===== src/rtl/rst_req_gen_pkg.sv =====
// rst_req_gen_pkg: FSM state and reset-cause encodings plus counter-width helper for rst_req_gen
package rst_req_gen_pkg;
  typedef enum logic [1:0] {IDLE, ASSERT, HOLDOFF} state_t;
  typedef enum logic [1:0] {
    CAUSE_NONE = 2'b00,
    CAUSE_BTN  = 2'b01,
    CAUSE_WDOG = 2'b10,
    CAUSE_SW   = 2'b11
  } cause_t;
  function automatic int cnt_w(input int n);
    return n > 1 ? $clog2(n) : 1;
  endfunction
endpackage


===== src/rtl/rst_req_gen_btn_debounce.sv =====
// btn_debounce: 2-flop synchronizer plus DEB_CYC stability filter, one-cycle btn_press strobe on accepted press
module btn_debounce
  import rst_req_gen_pkg::*;
#(
  parameter int DEB_CYC = 1024
) (
  input  logic clk,
  input  logic RST_n,
  input  logic btn_n,
  output logic btn_press
);
  localparam int DW = cnt_w(DEB_CYC);
  logic          s1, s2, deb;
  logic [DW-1:0] cnt;
  logic          change, done;
  assign change = s2 != deb;
  assign done   = cnt == DW'(DEB_CYC - 1);
  always_ff @(posedge clk or negedge RST_n)
    if (!RST_n) begin
      s1        <= 1'b1;
      s2        <= 1'b1;
      deb       <= 1'b1;
      cnt       <= '0;
      btn_press <= 1'b0;
    end else begin
      s1        <= btn_n;
      s2        <= s1;
      btn_press <= change && done && !s2;
      cnt       <= change && !done ? cnt + 1'b1 : '0;
      if (change && done) deb <= s2;
    end
endmodule


===== src/rtl/rst_req_gen.sv =====
// rst_req_gen: button/software/watchdog reset-request pulse generator; watchdog compiled in by RST_REQ_GEN_WDOG_EN
module rst_req_gen
  import rst_req_gen_pkg::*;
#(
  parameter int PULSE_CYC   = 16,
  parameter int HOLDOFF_CYC = 64,
  parameter int DEB_CYC     = 1024,
  parameter int WDOG_CYC    = 1048576
) (
  input  logic       clk,
  input  logic       RST_n,
  input  logic       btn_n,
  input  logic       sw_rst_req,
  input  logic       wdog_kick,
  output logic       rst_req_n,
  output logic [1:0] rst_cause,
  output logic       busy
);
  localparam int PW = cnt_w(PULSE_CYC);
  localparam int HW = cnt_w(HOLDOFF_CYC);
  state_t        state;
  logic [PW-1:0] p_cnt;
  logic [HW-1:0] h_cnt;
  logic          btn_press, wd_exp;
  btn_debounce #(.DEB_CYC(DEB_CYC)) u_deb (
    .clk       (clk),
    .RST_n     (RST_n),
    .btn_n     (btn_n),
    .btn_press (btn_press)
  );
`ifdef RST_REQ_GEN_WDOG_EN
  localparam int WW = cnt_w(WDOG_CYC);
  logic [WW-1:0] wd_cnt;
  logic          wd_top;
  assign wd_top = wd_cnt == WW'(WDOG_CYC - 1);
  assign wd_exp = wd_top && !wdog_kick;
  always_ff @(posedge clk or negedge RST_n)
    if (!RST_n) wd_cnt <= '0;
    else        wd_cnt <= state != IDLE || wdog_kick ? '0 : wd_top ? wd_cnt : wd_cnt + 1'b1;
`else
  logic unused_kick;
  assign unused_kick = wdog_kick ^ (WDOG_CYC == 0);
  assign wd_exp      = 1'b0;
`endif
  always_ff @(posedge clk or negedge RST_n)
    if (!RST_n) begin
      state     <= IDLE;
      rst_req_n <= 1'b1;
      rst_cause <= CAUSE_NONE;
      busy      <= 1'b0;
      p_cnt     <= '0;
      h_cnt     <= '0;
    end else begin
      case (state)
        IDLE:
          if (btn_press || wd_exp || sw_rst_req) begin
            state     <= ASSERT;
            rst_req_n <= 1'b0;
            busy      <= 1'b1;
            p_cnt     <= '0;
            rst_cause <= btn_press ? CAUSE_BTN : wd_exp ? CAUSE_WDOG : CAUSE_SW;
          end
        ASSERT:
          if (p_cnt == PW'(PULSE_CYC - 1)) begin
            state     <= HOLDOFF;
            rst_req_n <= 1'b1;
            h_cnt     <= '0;
          end else p_cnt <= p_cnt + 1'b1;
        HOLDOFF:
          if (h_cnt == HW'(HOLDOFF_CYC - 1)) begin
            state <= IDLE;
            busy  <= 1'b0;
          end else h_cnt <= h_cnt + 1'b1;
        default: state <= IDLE;
      endcase
    end
endmodule

===== config.mk =====
export PLATFORM = sky130hd
export DESIGN_NAME = rst_req_gen
export DESIGN_NICKNAME = d
export VERILOG_FILES = /design/src/rtl/rst_req_gen_pkg.sv /design/src/rtl/rst_req_gen_btn_debounce.sv /design/src/rtl/rst_req_gen.sv
export SDC_FILE = /design/constraint.sdc
export NUM_CORES = 1
export LEC_CHECK = 0
export CAP_MARGIN = 40
export CORE_UTILIZATION = 51
export DETAILED_ROUTE_END_ITERATION = 8
export PLACE_DENSITY = 0.78
export SETUP_SLACK_MARGIN = 0.1
export SYNTH_ARGS = -nofsm -noshare
export SYNTH_HDL_FRONTEND = slang
export SYNTH_SLANG_ARGS = --single-unit
export TNS_END_PERCENT = 1

===== constraint.sdc =====
create_clock -name clk -period 1.61 [get_ports clk]
set_clock_uncertainty 0.05 [all_clocks]
set_input_delay 0.322 -clock clk [delete_from_list [all_inputs] [get_ports clk]]
set_output_delay 0.322 -clock clk [all_outputs]
set_load 0.02 [all_outputs]

### After elaboration in Yosys (flattened, before gate mapping)

Cells that the tools add are included.
Widths: inputs -> output; s select.

| operators by class | value |
|---|---|
| add/subtract/negate cells | 3 |
| $mul | 0 |
| div/mod/pow operators | 0 |
| magnitude comparators | 0 |
| equality and inequality tests | 11 |
| shifts and indexed selects | 0 |
| muxes and demuxes | 18 |
| bitwise operators | 0 |
| reduce and logical (&&, ||, !) cells | 16 |

Operators with widths:

| kind | number |
|---|---|
| $reduce_and 3->1 | 5 |
| $mux 6 | 2 |
| $pmux 6 s2 | 1 |
| $add 10x1->10 const B | 1 |
| $eq 10x10->1 const B | 1 |
| $mux 10 | 1 |
| $ne 2x2->1 const B | 5 |
| $mux 2 | 4 |
| $mux 4 | 2 |
| $pmux 4 s2 | 1 |
| $add 6x1->6 const B | 1 |
| $eq 6x6->1 const B | 1 |
| $pmux 2 s3 | 1 |
| $reduce_bool 2->1 | 3 |
| $add 4x1->4 const B | 1 |
| $eq 4x4->1 const B | 1 |
| $mux 1 | 4 |
| $pmux 1 s2 | 2 |
| $logic_and 1x1->1 | 3 |
| $eq 2x1->1 const B | 1 |
| $eq 2x2->1 const B | 1 |
| $logic_not 1->1 | 2 |
| $logic_not 2->1 | 1 |
| $reduce_and 2->1 | 1 |
| other kinds (2) | 2 |

| word-level totals | value |
|---|---|
| flip-flop bits (word level) | 30 |
| bits in latches | 0 |
| memory bits (writable) | 0 |
| bits in read-only memories | 0 |
| output and inout bits | 4 |
| word-level logic and storage cells | 59 |
| memories kept | 0 |

### Longest topological paths before layout

| logic depth | value |
|---|---|
| depth in word-level cells | 4 |
| gate-level depth with buffers | 5 |
| gate-level depth less buffers | 5 |

### Hierarchy

From an unflattened synthesis, not the netlist that was laid out.

| unflattened totals | value |
|---|---|
| cells, all modules | 135 |
| area, all modules | 1443.9 um2 |

By module, submodules not included:

| module | instances | cells an instance | area each (um2) |
|---|---|---|---|
| rst_req_gen | 1 | 79 | 824.5 |
| btn_debounce | 1 | 56 | 619.3 |

### Least setup slack after synthesis

Ideal clock, no wire load.

| timing | value |
|---|---|
| path type | register to register |
| start point | register h_cnt[0] |
| end point | register h_cnt[3] |
| arrival time | 1.359 ns |
| data required time | 1.442 ns |
| slack | 0.083 ns |
| stages on the path, launching flop included | 5 |
| buffers on the path | 0 |
| period minus slack after synthesis | 1.527 ns |
| cell sequence | dfrtp_1 -> ha_1 -> a31o_4 -> mux2_4 -> a21o_1 |

| between the ends | value |
|---|---|
| word-level cells in the longest chain between the ends | 3 |

RTL lines:

| element | RTL line | text |
|---|---|---|
| from (decl) | rst_req_gen.sv:23 | `logic [HW-1:0] h_cnt;` |
| from (signal assigned) | rst_req_gen.sv:73 | `end else h_cnt <= h_cnt + 1'b1;` |
| $add 6x1->6 / $eq 6x6->1 (equally long branches) | rst_req_gen.sv:73, rst_req_gen.sv:70 |  |
| $mux 6 / $ne 2x2->1 (equally long branches) | - |  |
| $pmux 6 s2 / $reduce_and 3->1 (equally long branches) | - |  |

Parallel ways exist; a longest one is shown, timed or not. The select of a mux whose other input is x is not followed.
A chain may end at the register's enable or synchronous reset.

### Final worst setup path

| timing | value |
|---|---|
| start point | register h_cnt[1] |
| end point | register h_cnt[3] |

Same word-level chain as after synthesis.

==> flow_summary.json <==
{
  "track_usage_pct": 21.8,
  "switching_share_pct": 19.4,
  "fp.dieW_um": 53.9,
  "powerDensity_nw_per_um2": 954,
  "first_global_vias": 999,
  "synth_fp_nets": 136,
  "worstSetupEndpointType": "flip-flop",
  "yosysWarnings": 0,
  "gp_congestion": 0.859,
  "cp-startpoint": "h_cnt[1]",
  "fin_ws_ns": 0.105,
  "fin_tns_setup_ns": 0,
  "crit-reg2reg-launch": "h_cnt[1]",
  "synth_fa_ha_area_share_pct": 2.73,
  "hold_viol_final": 0,
  "status": "complete, no violations",
  "drtPass1Iterations": 4,
  "pwr-share-clk_pct": 49.5,
  "ir_worst_vdd_uv": 960,
  "intPower_mw": 1.31,
  "path_depth": 4,
  "fmax_ghz": 0.665,
  "synth-simple-area-share_pct": 21.9,
  "clockRootBuffer": "clkbuf_4",
  "drv_slew": 0,
  "drt-total-wl_um": 2790,
  "vias": 1082,
  "crit_end": "h_cnt[3]",
  "avgRoutedWirePerCell_um": 15.1,
  "core_um2": 2520,
  "synthMuxAreaShare_pct": 1.91,
  "h-tree-depth": 2,
  "power_frac_seq_pct": 47.5,
  "layout_min_cycle_time_ns": 1.50,
  "synth_compound_area_share_pct": 12.6,
  "avgSynthCellArea_um2": 10.7,
  "synthCells": 128,
  "p_leak_nw": 0.764,
  "place_inst": 173,
  "numPortBuffers": 7,
  "final_common_cell": "dfrtp_1",
  "r2r_cells": 4,
  "crit_family": "compound AO/OA/AOI/OAI gates",
  "path_max_fanout": 6,
  "rsz0062_at_grt": "true",
  "cts_buffers": 5,
  "worstPathRequired_ns": 1.79,
  "synthXorXnorAreaFrac_pct": 4.46,
  "syn_to_final_growth_pct": 24.0,
  "clk_latency_ns": 0.33,
  "setup_viol": 0,
  "clkTransAtPathRegs_ns": 0.10,
  "synth_edf_count": 0,
  "io_pins": 9,
  "grt_pass1_wl_um": 4310,
  "async_reset_ff_share_pct": 100,
  "worst-path-buf-inv": 0,
  "first_iter_violations": 42,
  "cts_tree": "yes",
  "die_area_um2": 2910,
  "drcViolationCount": 0,
  "critical_path.max_stage_delay_ns": 0.42,
  "rows": 18,
  "worst_path_max_delay_cell": "dfrtp_1",
  "drive_above_1_share_pct": 26.0,
  "grt_overflow_total": 0,
  "final_cell_mix": "dfrtp_1 (25), nor2_1 (13), nand3_1 (11), buf_4 (11), nand2_1 (8)",
  "reg2reg_slack_ns": 0.11,
  "postRouteAntennaNets": 0,
  "min_path_type": "input port to asynchronous set/reset pin",
  "via_per_inst": 5.88,
  "startpoint_type": "flip-flop",
  "diodes": 0,
  "ys_ff_latch": 30,
  "initial_utilization_pct": 54.5,
  "worstMarginPinSlew_ns": 0.600,
  "grt_start_max_net_pins": 31,
  "synth_top_family_by_area": "simple AND/OR/NAND/NOR gates",
  "nFillCells": 190,
  "final_nets": 161,
  "pwr-share-comb_pct": 3.0,
  "clock_path_buffers": 2,
  "dpl_worst_slack_ns": 0.0423,
  "dp_hpwl_um": 1870,
  "drv_cap": 0,
  "path_cells": "ha_2 -> a31o_4 -> mux2_4 -> a21o_1",
  "fin_crit_sh_pct": 93.5,
  "final_cells": 184,
  "holdBufCountCts": 0,
  "die_h_um": 53.9,
  "max_slew_margin_pct": 59.7,
  "yosysUniqueCellTypes": 36,
  "antenna_found_initial": 0,
  "path_class": "flip-flop to flip-flop",
  "netlist_area_um2": 1380,
  "synthFlopType": "dfrtp_1",
  "synth-seq-area-share_pct": 55.0,
  "regToRegEndpoint": "h_cnt[3]",
  "crit_arrival_ns": 1.69,
  "clock_sinks": 30,
  "switching_power_mw": 0.316
}
stage by stage:
| step | power, mW | util (%) | hold slack (ns) | instance area [um2] |
|---|---|---|---|---|
| after floorplan | 0.800 | - | -0.0236 | 1380 |
| after global placement | 0.831 | 61.6 | 0.300 | 1550 |
| after detailed placement | 0.835 | 61.6 | 0.301 | 1550 |
| after CTS | 1.64 | 65.9 | 0.288 | 1660 |
| after global routing | 1.68 | 67.6 | 0.292 | 1710 |
| final | 1.63 | 67.6 | 0.289 | 1710 |
state kept, by name (all words and copies together) (netlist names):
name,flops
rst_cause,2
u_deb.cnt,10
p_cnt,4
rst_req_n,1
u_deb.s2,1
u_deb.deb,1
busy,1
u_deb.btn_press,1
u_deb.s1,1
state,2
h_cnt,6
cell families after synthesis:
family | count (synthesis)
buffers and inverters | 3
AOI/OAI and AO/OA | 26
DFF | 30
adders and majority gates | 3
muxes | 2
and+or+nand+nor | 57
xor gates and xnor gates | 7
worst min path at each step:
stage | startpoint | to | slack, ns | cells past startpoint
after floorplan | RST_n | busy | -0.02 | 0
after global placement | u_deb.s1 | u_deb.s2 | 0.30 | 0
after detailed placement | u_deb.s1 | u_deb.s2 | 0.30 | 0
after CTS | RST_n | h_cnt[3] | 0.29 | 2
after global routing | RST_n | h_cnt[4] | 0.29 | 2
final | RST_n | h_cnt[3] | 0.29 | 2
cell usage after synthesis, types with 3 or more instances:
library cell	number	area, um2
dfrtp_1	26	651
nor2_1	13	48.8
nand3_1	11	55.1
nand2_1	9	33.8
a21o_1	6	45.0
a21oi_1	5	25.0
and3_1	5	31.3
o21ai_0	5	25.0
dfstp_2	4	105
xnor2_1	4	35.0
ha_1	3	37.5
nand2b_1	3	18.8
nor2b_1	3	18.8
nor3_1	3	15.0
o22ai_1	3	18.8
xor2_1	3	26.3
worst reg2reg max path, delay by kind of cell, from the launching register on:
| kind | cells | cell delay [ns] |
|---|---|---|
| compound gates | 2 | 0.42 |
| fa+ha+maj | 1 | 0.23 |
| flops | 1 | 0.42 |
| mux | 1 | 0.29 |
power groups by stage:
stage               clock (mW)  sequential [mW]  combinational, mW
floorplan                    0            0.784             0.0153
global placement             0            0.785             0.0451
detailed placement           0            0.787             0.0482
CTS                      0.814            0.773             0.0493
global route             0.845            0.775             0.0551
finish                   0.805            0.773             0.0490
what timing repair did:
item | in CTS | in global routing
setup endpoints to repair | 10 | 9
gates resized for setup | 8 | 7
buffers inserted | 0 | 3
final cells by class:
type	count	area, um2	area share (%)
flip-flops and latches	30	757	44.4
multi-input cells	95	628	36.8
repair buffers	19	164	9.61
clock inverters	2	60.1	3.52
clock buffers	6	51.3	3.01
well taps	30	37.5	2.20
inverters	2	7.51	0.440
per-layer routing:
layer  vias up  wire length, um  track usage, %
met2        42             1400            34.2
li1        513                -               -
met1       521             1200            26.7
met5         -                0               0
met4         0               55            10.5
met3         6              135            7.34
Note: power is estimated with default switching activity, not from simulation.
